`config.mk`:
```
export PLATFORM = sky130hd
export DESIGN_NAME = seq_addsub_flat
export DESIGN_NICKNAME = d
export VERILOG_FILES = /design/src/rtl/seq_addsub_pkg.sv /design/src/rtl/seq_addsub_if.sv /design/src/rtl/seq_addsub_rca.sv /design/src/rtl/seq_addsub.sv /design/src/flat_wrapper.sv
export SDC_FILE = /design/constraint.sdc
export NUM_CORES = 1
export LEC_CHECK = 0
export ABC_AREA = 1
export BUFFER_PORTS_ARGS = -buffer_cell sky130_fd_sc_hd__buf_2
export CELL_PAD_IN_SITES_DETAIL_PLACEMENT = 1
export CELL_PAD_IN_SITES_GLOBAL_PLACEMENT = 1
export CORE_MARGIN = 2
export CORE_UTILIZATION = 30
export DETAILED_ROUTE_END_ITERATION = 10
export GPL_TIMING_DRIVEN = 0
export PLACE_DENSITY = 0.64
export SLEW_MARGIN = 20
export SYNTH_ARGS = -nofsm -noshare
export SYNTH_HDL_FRONTEND = slang
export SYNTH_SLANG_ARGS = --single-unit
```
`constraint.sdc`:
```
create_clock -name clock -period 4.67 [get_ports clock]
set_input_delay 0.7005 -clock clock [delete_from_list [all_inputs] [get_ports clock]]
set_output_delay 0.7005 -clock clock [all_outputs]
set_load 0.01 [all_outputs]
```
`src/rtl/seq_addsub_pkg.sv`:
```
// Shared constants for the sequential add/sub calculator:
// default width and FSM state encodings.
package seq_addsub_pkg;

  localparam int DEF_WIDTH = 8;

  localparam logic [1:0] ST_GET_A = 2'b00;
  localparam logic [1:0] ST_GET_B = 2'b01;
  localparam logic [1:0] ST_CALC  = 2'b10;
  localparam logic [1:0] ST_SHOW  = 2'b11;

endpackage

```
`src/rtl/seq_addsub_if.sv`:
```
// Operator-panel bundle: switches/buttons in,
// operands, result and flags out.
interface seq_addsub_if
  import seq_addsub_pkg::*;
#(
  parameter int WIDTH = DEF_WIDTH
);

  logic [WIDTH-1:0] D;
  logic             enter;
  logic             sub;
  logic             accum;

  logic [WIDTH-1:0] A;
  logic [WIDTH-1:0] B;
  logic [WIDTH-1:0] S;
  logic             cout;
  logic             ovf;
  logic             ovf_sticky;
  logic             valid;
  logic [1:0]       state;

  modport master (
    output D, enter, sub, accum,
    input  A, B, S, cout, ovf,
    input  ovf_sticky, valid, state
  );

  modport slave (
    input  D, enter, sub, accum,
    output A, B, S, cout, ovf,
    output ovf_sticky, valid, state
  );

endinterface

```
`src/rtl/seq_addsub_rca.sv`:
```
// Ripple-carry adder/subtractor; sub inverts b
// and doubles as the carry-in.
module addsub_rca #(
  parameter int WIDTH = 8
) (
  input  logic [WIDTH-1:0] a,
  input  logic [WIDTH-1:0] b,
  input  logic             sub,
  output logic [WIDTH-1:0] s,
  output logic             cout,
  output logic             ovf
);

  logic [WIDTH-1:0] w_bx;
  logic [WIDTH:0]   w_c;

  assign w_bx   = b ^ {WIDTH{sub}};
  assign w_c[0] = sub;

  for (genvar i = 0; i < WIDTH; i++) begin : g_fa
    assign s[i]     = a[i] ^ w_bx[i] ^ w_c[i];
    assign w_c[i+1] = (a[i] & w_bx[i])
                    | (w_c[i] & (a[i] ^ w_bx[i]));
  end

  assign cout = w_c[WIDTH];
  assign ovf  = (a[WIDTH-1] == w_bx[WIDTH-1])
              & (s[WIDTH-1] != a[WIDTH-1]);

endmodule

```
`src/rtl/seq_addsub.sv`:
```
// Button-driven calculator: edge detect, FSM and
// operand/result/flag registers around addsub_rca.
module seq_addsub
  import seq_addsub_pkg::*;
#(
  parameter int WIDTH = DEF_WIDTH
) (
  input  logic        clock,
  input  logic        Reset,
  seq_addsub_if.slave bus
);

  logic [1:0]       r_state;
  logic             r_enter_q;
  logic [WIDTH-1:0] r_a;
  logic [WIDTH-1:0] r_b;
  logic [WIDTH-1:0] r_s;
  logic             r_cout;
  logic             r_ovf;
  logic             r_ovf_sticky;
  logic             r_valid;

  logic             w_edge;
  logic [WIDTH-1:0] w_s;
  logic             w_cout;
  logic             w_ovf;

  assign w_edge = bus.enter & ~r_enter_q;

  addsub_rca #(
    .WIDTH(WIDTH)
  ) u_rca (
    .a    (r_a),
    .b    (r_b),
    .sub  (bus.sub),
    .s    (w_s),
    .cout (w_cout),
    .ovf  (w_ovf)
  );

  always_ff @(posedge clock) begin
    if (Reset) begin
      r_state      <= ST_GET_A;
      r_enter_q    <= 1'b0;
      r_a          <= '0;
      r_b          <= '0;
      r_s          <= '0;
      r_cout       <= 1'b0;
      r_ovf        <= 1'b0;
      r_ovf_sticky <= 1'b0;
      r_valid      <= 1'b0;
    end else begin
      r_enter_q <= bus.enter;
      case (r_state)
        ST_GET_A: begin
          if (w_edge) begin
            r_a          <= bus.D;
            r_ovf_sticky <= 1'b0;
            r_state      <= ST_GET_B;
          end
        end
        ST_GET_B: begin
          if (w_edge) begin
            r_b     <= bus.D;
            r_state <= ST_CALC;
          end
        end
        // Single-cycle evaluate; edges here are dropped.
        ST_CALC: begin
          r_s          <= w_s;
          r_cout       <= w_cout;
          r_ovf        <= w_ovf;
          r_ovf_sticky <= r_ovf_sticky | w_ovf;
          r_valid      <= 1'b1;
          r_state      <= ST_SHOW;
        end
        default: begin
          if (w_edge) begin
            r_valid <= 1'b0;
            if (bus.accum) begin
              r_a     <= r_s;
              r_b     <= bus.D;
              r_state <= ST_CALC;
            end else begin
              r_a          <= bus.D;
              r_ovf_sticky <= 1'b0;
              r_state      <= ST_GET_B;
            end
          end
        end
      endcase
    end
  end

  assign bus.A          = r_a;
  assign bus.B          = r_b;
  assign bus.S          = r_s;
  assign bus.cout       = r_cout;
  assign bus.ovf        = r_ovf;
  assign bus.ovf_sticky = r_ovf_sticky;
  assign bus.valid      = r_valid;
  assign bus.state      = r_state;

endmodule
```
`src/flat_wrapper.sv`:
```
// flat-port wrapper written by rule: the top's interface ports become plain ports
module seq_addsub_flat import seq_addsub_pkg::*;
#(
  parameter int WIDTH = DEF_WIDTH
)
  (clock, Reset, bus_D, bus_enter, bus_sub, bus_accum, bus_A, bus_B, bus_S, bus_cout, bus_ovf, bus_ovf_sticky, bus_valid, bus_state);
  seq_addsub_if #(.WIDTH(WIDTH)) bus_i ();
  input  logic clock;
  input  logic Reset;
  input wire logic [$bits(bus_i.D)-1:0] bus_D;
  input wire logic [$bits(bus_i.enter)-1:0] bus_enter;
  input wire logic [$bits(bus_i.sub)-1:0] bus_sub;
  input wire logic [$bits(bus_i.accum)-1:0] bus_accum;
  output wire logic [$bits(bus_i.A)-1:0] bus_A;
  output wire logic [$bits(bus_i.B)-1:0] bus_B;
  output wire logic [$bits(bus_i.S)-1:0] bus_S;
  output wire logic [$bits(bus_i.cout)-1:0] bus_cout;
  output wire logic [$bits(bus_i.ovf)-1:0] bus_ovf;
  output wire logic [$bits(bus_i.ovf_sticky)-1:0] bus_ovf_sticky;
  output wire logic [$bits(bus_i.valid)-1:0] bus_valid;
  output wire logic [$bits(bus_i.state)-1:0] bus_state;
  assign bus_i.D = bus_D;
  assign bus_i.enter = bus_enter;
  assign bus_i.sub = bus_sub;
  assign bus_i.accum = bus_accum;
  assign bus_A = bus_i.A;
  assign bus_B = bus_i.B;
  assign bus_S = bus_i.S;
  assign bus_cout = bus_i.cout;
  assign bus_ovf = bus_i.ovf;
  assign bus_ovf_sticky = bus_i.ovf_sticky;
  assign bus_valid = bus_i.valid;
  assign bus_state = bus_i.state;
  seq_addsub #(.WIDTH(WIDTH)) u_core (.clock(clock), .Reset(Reset), .bus(bus_i));
endmodule
```
Yosys cells after proc, flatten, opt, wreduce, memory -nomap -nowiden
Index checks and enable logic that the tools add are counted.
{ "word_totals": {"inputBits": 13, "word_cells": 93, "reg_bits": 31, "out_inout_bits": 30} }
{ "op_classes": {"reduce_logical": 11, "eq_ne": 7, "mux": 17, "n_bitwise": 49} }
{ "op_table": {"columns": ["operator", "count"], "rows": [
  ["2-to-1 mux 8 bit", 5],
  ["case mux 8 bit (2 select lines)", 2],
  ["bitwise AND 1 bit", 18],
  ["XOR 1 bit", 16],
  ["bitwise OR 1 bit", 9],
  ["2-to-1 mux 2 bit", 4],
  ["XOR 8 bit", 1],
  ["case mux 2 bit (3 select lines)", 1],
  ["AND reduction 3 bit", 2],
  ["OR reduction 2 bit", 3],
  ["inverter 1 bit", 5],
  ["inequality test 2 x 1 -> 1 bit, second input constant", 2],
  ["AND reduction 2 bit", 2],
  ["AND reduction 4 bit", 1],
  ["nonzero test 2 bit", 2],
  ["2-to-1 mux 1 bit", 3],
  ["inequality test 3 x 1 -> 1 bit, second input constant", 1],
  ["case mux 1 bit (3 select lines)", 1],
  ["== test 2 x 1 -> 1 bit, second input constant", 1],
  ["== test 2 bit, second input constant", 1],
  ["zero test 2 bit", 1],
  ["case mux 1 bit (2 select lines)", 1],
  ["== test 1 bit", 1],
  ["inequality test 1 bit", 1]
]} }

Longest topological paths before layout
{ "logic_depth": {"depth_word": 21, "depth_mapped": 16, "depth_no_buf": 16} }

Modules after synthesis
A second synthesis with hierarchy kept.
{ "hier_totals": {"cells_unflattened": 231, "hier_area_um2": 1757.9} }
{ "by_module_without_submodules": {"columns": ["mod", "seq_area_each_um2", "area_per_inst_um2", "n_inst", "cells_per_inst"], "rows": [
  ["seq_addsub", 620.6, 1393.8, 1, 181],
  ["addsub_rca", 0.0, 364.1, 1, 50]
]} }

Worst setup path before layout
Ideal clock, no wire load.
{ "synth_timing": {"kind": "in2reg", "start": "in bus_sub", "end": "reg u_core.r_ovf_sticky (netlist: u_core.bus.ovf_sticky)", "arrival_time_ps": 3984, "stages": 15, "setup_ps": 70, "t_required_ps": 4600, "path_slack_ps": 617, "path_buffers": 1, "path_cell_list": "buf_2 -> xnor2_1 -> fa_1 -> fa_1 -> fa_1 -> fa_1 -> fa_1 -> inv_1 -> fa_1 -> fa_1 -> nand2_1 -> nand2_1 -> nor2_1 -> nand3_1 -> a21oi_1"} }
{ "synth_via": {"elab_chain_len": 21, "word_cells_on_any_way": 36, "cone_classes": "eq/ne: 2; mux: 1; bitwise: 33"} }
{ "synth_lines": {"columns": ["element", "line_no", "source"], "rows": [
  ["start: declaration", "flat_wrapper.sv:12", "input wire logic [$bits(bus_i.sub)-1:0] bus_sub;"],
  ["XOR 8 bit", "seq_addsub_rca.sv:17", "assign w_bx = b ^ {WIDTH{sub}};"],
  ["XOR 1 bit", "seq_addsub_rca.sv:23", "| (w_c[i] & (a[i] ^ w_bx[i]));"],
  ["bitwise AND 1 bit", "seq_addsub_rca.sv:23", null],
  ["bitwise OR 1 bit", "seq_addsub_rca.sv:23", null],
  ["bitwise AND 1 bit", "seq_addsub_rca.sv:23", null],
  ["bitwise OR 1 bit", "seq_addsub_rca.sv:23", null],
  ["bitwise AND 1 bit", "seq_addsub_rca.sv:23", null],
  ["bitwise OR 1 bit", "seq_addsub_rca.sv:23", null],
  ["[... 6 more ...]", null, null],
  ["bitwise AND 1 bit", "seq_addsub_rca.sv:23", null],
  ["bitwise OR 1 bit", "seq_addsub_rca.sv:23", null],
  ["XOR 1 bit (*)", "seq_addsub_rca.sv:21", "assign s[i] = a[i] ^ w_bx[i] ^ w_c[i];"],
  ["net u_core.u_rca.s[7]", "seq_addsub_rca.sv:9", "output logic [WIDTH-1:0] s,"],
  ["inequality test 1 bit (*)", "seq_addsub_rca.sv:28", "& (s[WIDTH-1] != a[WIDTH-1]);"],
  ["bitwise AND 1 bit (*)", "seq_addsub_rca.sv:28", null],
  ["bitwise OR 1 bit (*)", "seq_addsub.sv:73", "r_ovf_sticky <= r_ovf_sticky | w_ovf;"],
  ["case mux 1 bit (3 select lines) (*)", "seq_addsub.sv:54", "case (r_state)"],
  ["end signal: assignment", "seq_addsub.sv:73", null],
  ["end: declaration", "seq_addsub.sv:20", "logic r_ovf_sticky;"]
]} }
The timed path passes the listed nets; every way through them passes the cells marked *.
A chain may end at the register's enable or synchronous reset.

Worst setup path after layout
Ends and elaborated chain as after synthesis.

==> reports/results.tsv <==
stage	metric	value	unit
cells_and_area	nets	275	
clocking	postCtsHoldBufs	0	
floorplan	fp.coreArea	5172	um^2
logic_synthesis	synth.area.top_cells	dfxtp_1 (38%), fa_1 (8.7%), nand2_1 (7.7%)	
pwr	switching_share	34.14	%
setup_path	crit_path_end_kind	register	
hold_path	hp-start	u_core.bus.ovf_sticky	
sta	fin_crit	4176	ps
grt	grt_max_degree	11	
sta	timing.slew.headroom	80.61	%
setup_path	slowest_stage	fa_1	
logic_synthesis	syn_inst	203	
setup_path	arrival	4390	ps
hold_path	hold_path_end	u_core.bus.ovf_sticky	
clocking	htreeDepth	2	
pwr	p_comb_share	28.0	%
logic_synthesis	syn_nets	228	
pwr	p_int	0.5084	mW
clocking	cts.path.max_buffers	2	
pwr	p_per_area	384.6	nW/um^2
sta	fin_setup_tns	0	ps
sta	grt_setup_unrepaired	no	
setup_path	critPathKind	input port to register	
logic_synthesis	yosysWarningCount	0	
floorplan	dieArea	6001	um^2
pwr	switching_power	0.2635	mW
floorplan	start_util	31.30	%
logic_synthesis	synth_edf_count	0	
sta	slew_violations	0	
setup_path	cpMostUsedCell	fa_1	
cells_and_area	layout-drive-gt1-share	26.29	%
clocking	post_cts_resize_count	0	
floorplan	io_pins	43	
logic_synthesis	yosys.area.top_type_share	38.33	%
setup_path	rrSetupSlack	670	ps
logic_synthesis	synthFlopType	dfxtp_1	
detailed_routing	route.detailed.drc	0	
setup_path	cp-startpoint	bus_sub	
logic_synthesis	synth_most_common_cell	nand2_1	
setup_path	crit_buf_inv	2	
placed_design	postPlaceCellArea	1907	um^2
grt	grt_pass1_wl	7645	um
setup_path	critPathMaxStageDelay	450	ps
sta	fin_crit_sh	89.42	%
sta	finalHoldViolations	0	
cells_and_area	fillers	652	
hold_path	hold_depth	2	
logic_synthesis	syn_area_per_cell	7.976	um^2
floorplan	rows	26	
logic_synthesis	ys_top_cells_by_count	nand2_1 (33), dfxtp_1 (31), nor2_1 (25)	
pwr	leakage	0.9485	nW
setup_path	critPathTopFamily	adder cells	
grt	grt_usage	16.67	%
setup_path	start_kind	input port	
logic_synthesis	synth_seq_area_share	38.33	%
logic_synthesis	synth.lib_cells_used.distinct	24	
sta	clock.fmax	0.2395	GHz
logic_synthesis	netlist_area	1619	um^2
logic_synthesis	ys_ff_latch	31	
pwr	total_power	0.7718	mW
setup_path	r2r_end	u_core.bus.ovf_sticky	
pwr	p_clk_share	31.3	%
detailed_routing	dr.pass1.iters	4	
sta	setup-violations-final	0	
logic_synthesis	yosys.area.top_type	dfxtp_1	
sta	worst_slew_pin_slew	290.2	ps
pwr	seq_power_share	40.7	%
detailed_routing	routed_wl	4795	um
grt	grt_pass1_vias	1544	
detailed_routing	wire_per_inst	14.94	um
placed_design	portBuffers	40	
detailed_routing	drtIter0Drc	60	
grt	overflow	0	
setup_path	critPathMaxFanout	8	
sta	skew	8.594	ps
cells_and_area	seqCellArea	620.6	um^2
sta	worst_slack	493.9	ps
placed_design	gp_congestion	0.7450	
sta	fin_hold_ws	446.4	ps
clocking	post_cts.repair.setup_buffers	0	
cells_and_area	area.growth.synth_to_final	23.96	%
clocking	clock-sinks	31	
setup_path	r2r_start	u_core.bus.B[0]	
clocking	clock_tree.root_cell	clkbuf_8	
placed_design	hpwl	3512	um
job	cap_viol_max_count	0	
pwr	vdd.ir_drop.worst	0.0001244	V
cells_and_area	multiInputGateArea	873.3	um^2
logic_synthesis	async_flop_share	0	%
detailed_routing	vias_per_cell	4.726	
detailed_routing	dr_total_vias	1517	
floorplan	die_x	77.47	um
grt	antenna_found_initial	0	
setup_path	reg2reg_depth	16	
clocking	numCtsBuffers	5	
detailed_routing	ant_nets	0	
clocking	cts.clk_slew.worst_paths	60	ps
placed_design	dp_slack	213.1	ps
floorplan	die_h	77.47	um
status	outcome	finished clean	
clocking	cts_tree	done	
hold_path	hold_class	register to register	
setup_path	critPathRequiredTime	4890	ps
cells_and_area	finalInstanceArea	2007	um^2
setup_path	worstPathCellList	buf_2 > o21ai_0 > fa_1 > fa_1 > fa_1 > fa_1 > fa_1 > inv_1 > fa_1 > fa_1 > nand2_1 > nand2_1 > nor2_1 > nand3_1 > a21oi_1	
cells_and_area	diodes	0	
clocking	clk_latency	290	ps
-- stage by stage --
step | utilization [%] | instances
2_1_floorplan | - | 203
3_3_place_gp | 36.86 | 313
4_1_cts | 38.80 | 321
3_5_place_dp | 36.86 | 313
5_1_grt | 38.80 | 321
6_report | 38.80 | 321
-- flip-flops by register name, indices dropped and copies added, names as in the netlist --
signal	flops
u_core.bus.A	8
u_core.bus.B	8
u_core.bus.S	8
u_core.bus.cout	1
u_core.bus.ovf	1
u_core.bus.ovf_sticky	1
u_core.bus.state	2
u_core.bus.valid	1
u_core.r_enter_q	1
-- cell families (layout without fill, tap and decap cells) --
kind of cell	after synthesis	after routing	share of synthesized area, %
flip-flops	31	31	38.33
buffers and inverters	28	76	7.727
AND/OR/NAND/NOR	77	77	22.49
adder cells (fa/ha/maj)	12	12	12.52
AO/OA/AOI/OAI	48	48	15.15
XOR/XNOR	7	7	3.787
-- worst max path at each step --
stage               cells after the start  slack [ps]                     to
floorplan                              15         620  u_core.bus.ovf_sticky
global placement                       15         260  u_core.bus.ovf_sticky
detailed placement                     15         210  u_core.bus.ovf_sticky
CTS                                    15         480  u_core.bus.ovf_sticky
global route                           15         340  u_core.bus.ovf_sticky
finish                                 15         490  u_core.bus.ovf_sticky
-- cell type report --
class	count	area share, %
multi-input combinational	144	43.52
timing repair buffer	40	9.975
clock buffer	8	4.988
buffer	7	2.307
inverter	21	3.928
sequential	31	30.92
tap	70	4.364
-- worst reg2reg max path, stage by stage (launching register included) --
cell,delay [ps]
dfxtp_1,330
inv_1,90
or2_2,120
o21ai_0,110
fa_1,430
fa_1,420
fa_1,410
fa_1,390
fa_1,390
inv_1,80
fa_1,190
fa_1,450
nand2_1,80
nand2_1,50
nor2_1,180
nand3_1,110
a21oi_1,120
-- metal layers --
layer | track usage, % | vias up | wire [um]
met4 | 4.821 | 0 | 53
met3 | 4.070 | 5 | 209
met2 | 27.91 | 30 | 2313
met1 | 21.27 | 734 | 2219
met5 | 0 | - | 0
li1 | - | 748 | -
-- placed cells by master (no fill, tap or decap), drive strengths merged, types with 7 or more instances in the layout --
master	netlist	layout
nand2	36	36
inv	21	21
clkbuf	0	8
nor2	28	28
fa	7	7
dfxtp	31	31
a21oi	22	22
nand4	8	8
o21ai	24	24
buf	7	47
-- power by group through the flow --
stage / Sequential (mW) / Clock (mW) / Combinational (mW)
floorplan: 0.330 / 0 / 0.131
global placement: 0.320 / 0 / 0.212
detailed placement: 0.321 / 0 / 0.218
CTS: 0.315 / 0.245 / 0.219
global route: 0.319 / 0.259 / 0.241
finish: 0.314 / 0.241 / 0.216
Power figures use the tool's default switching activity.
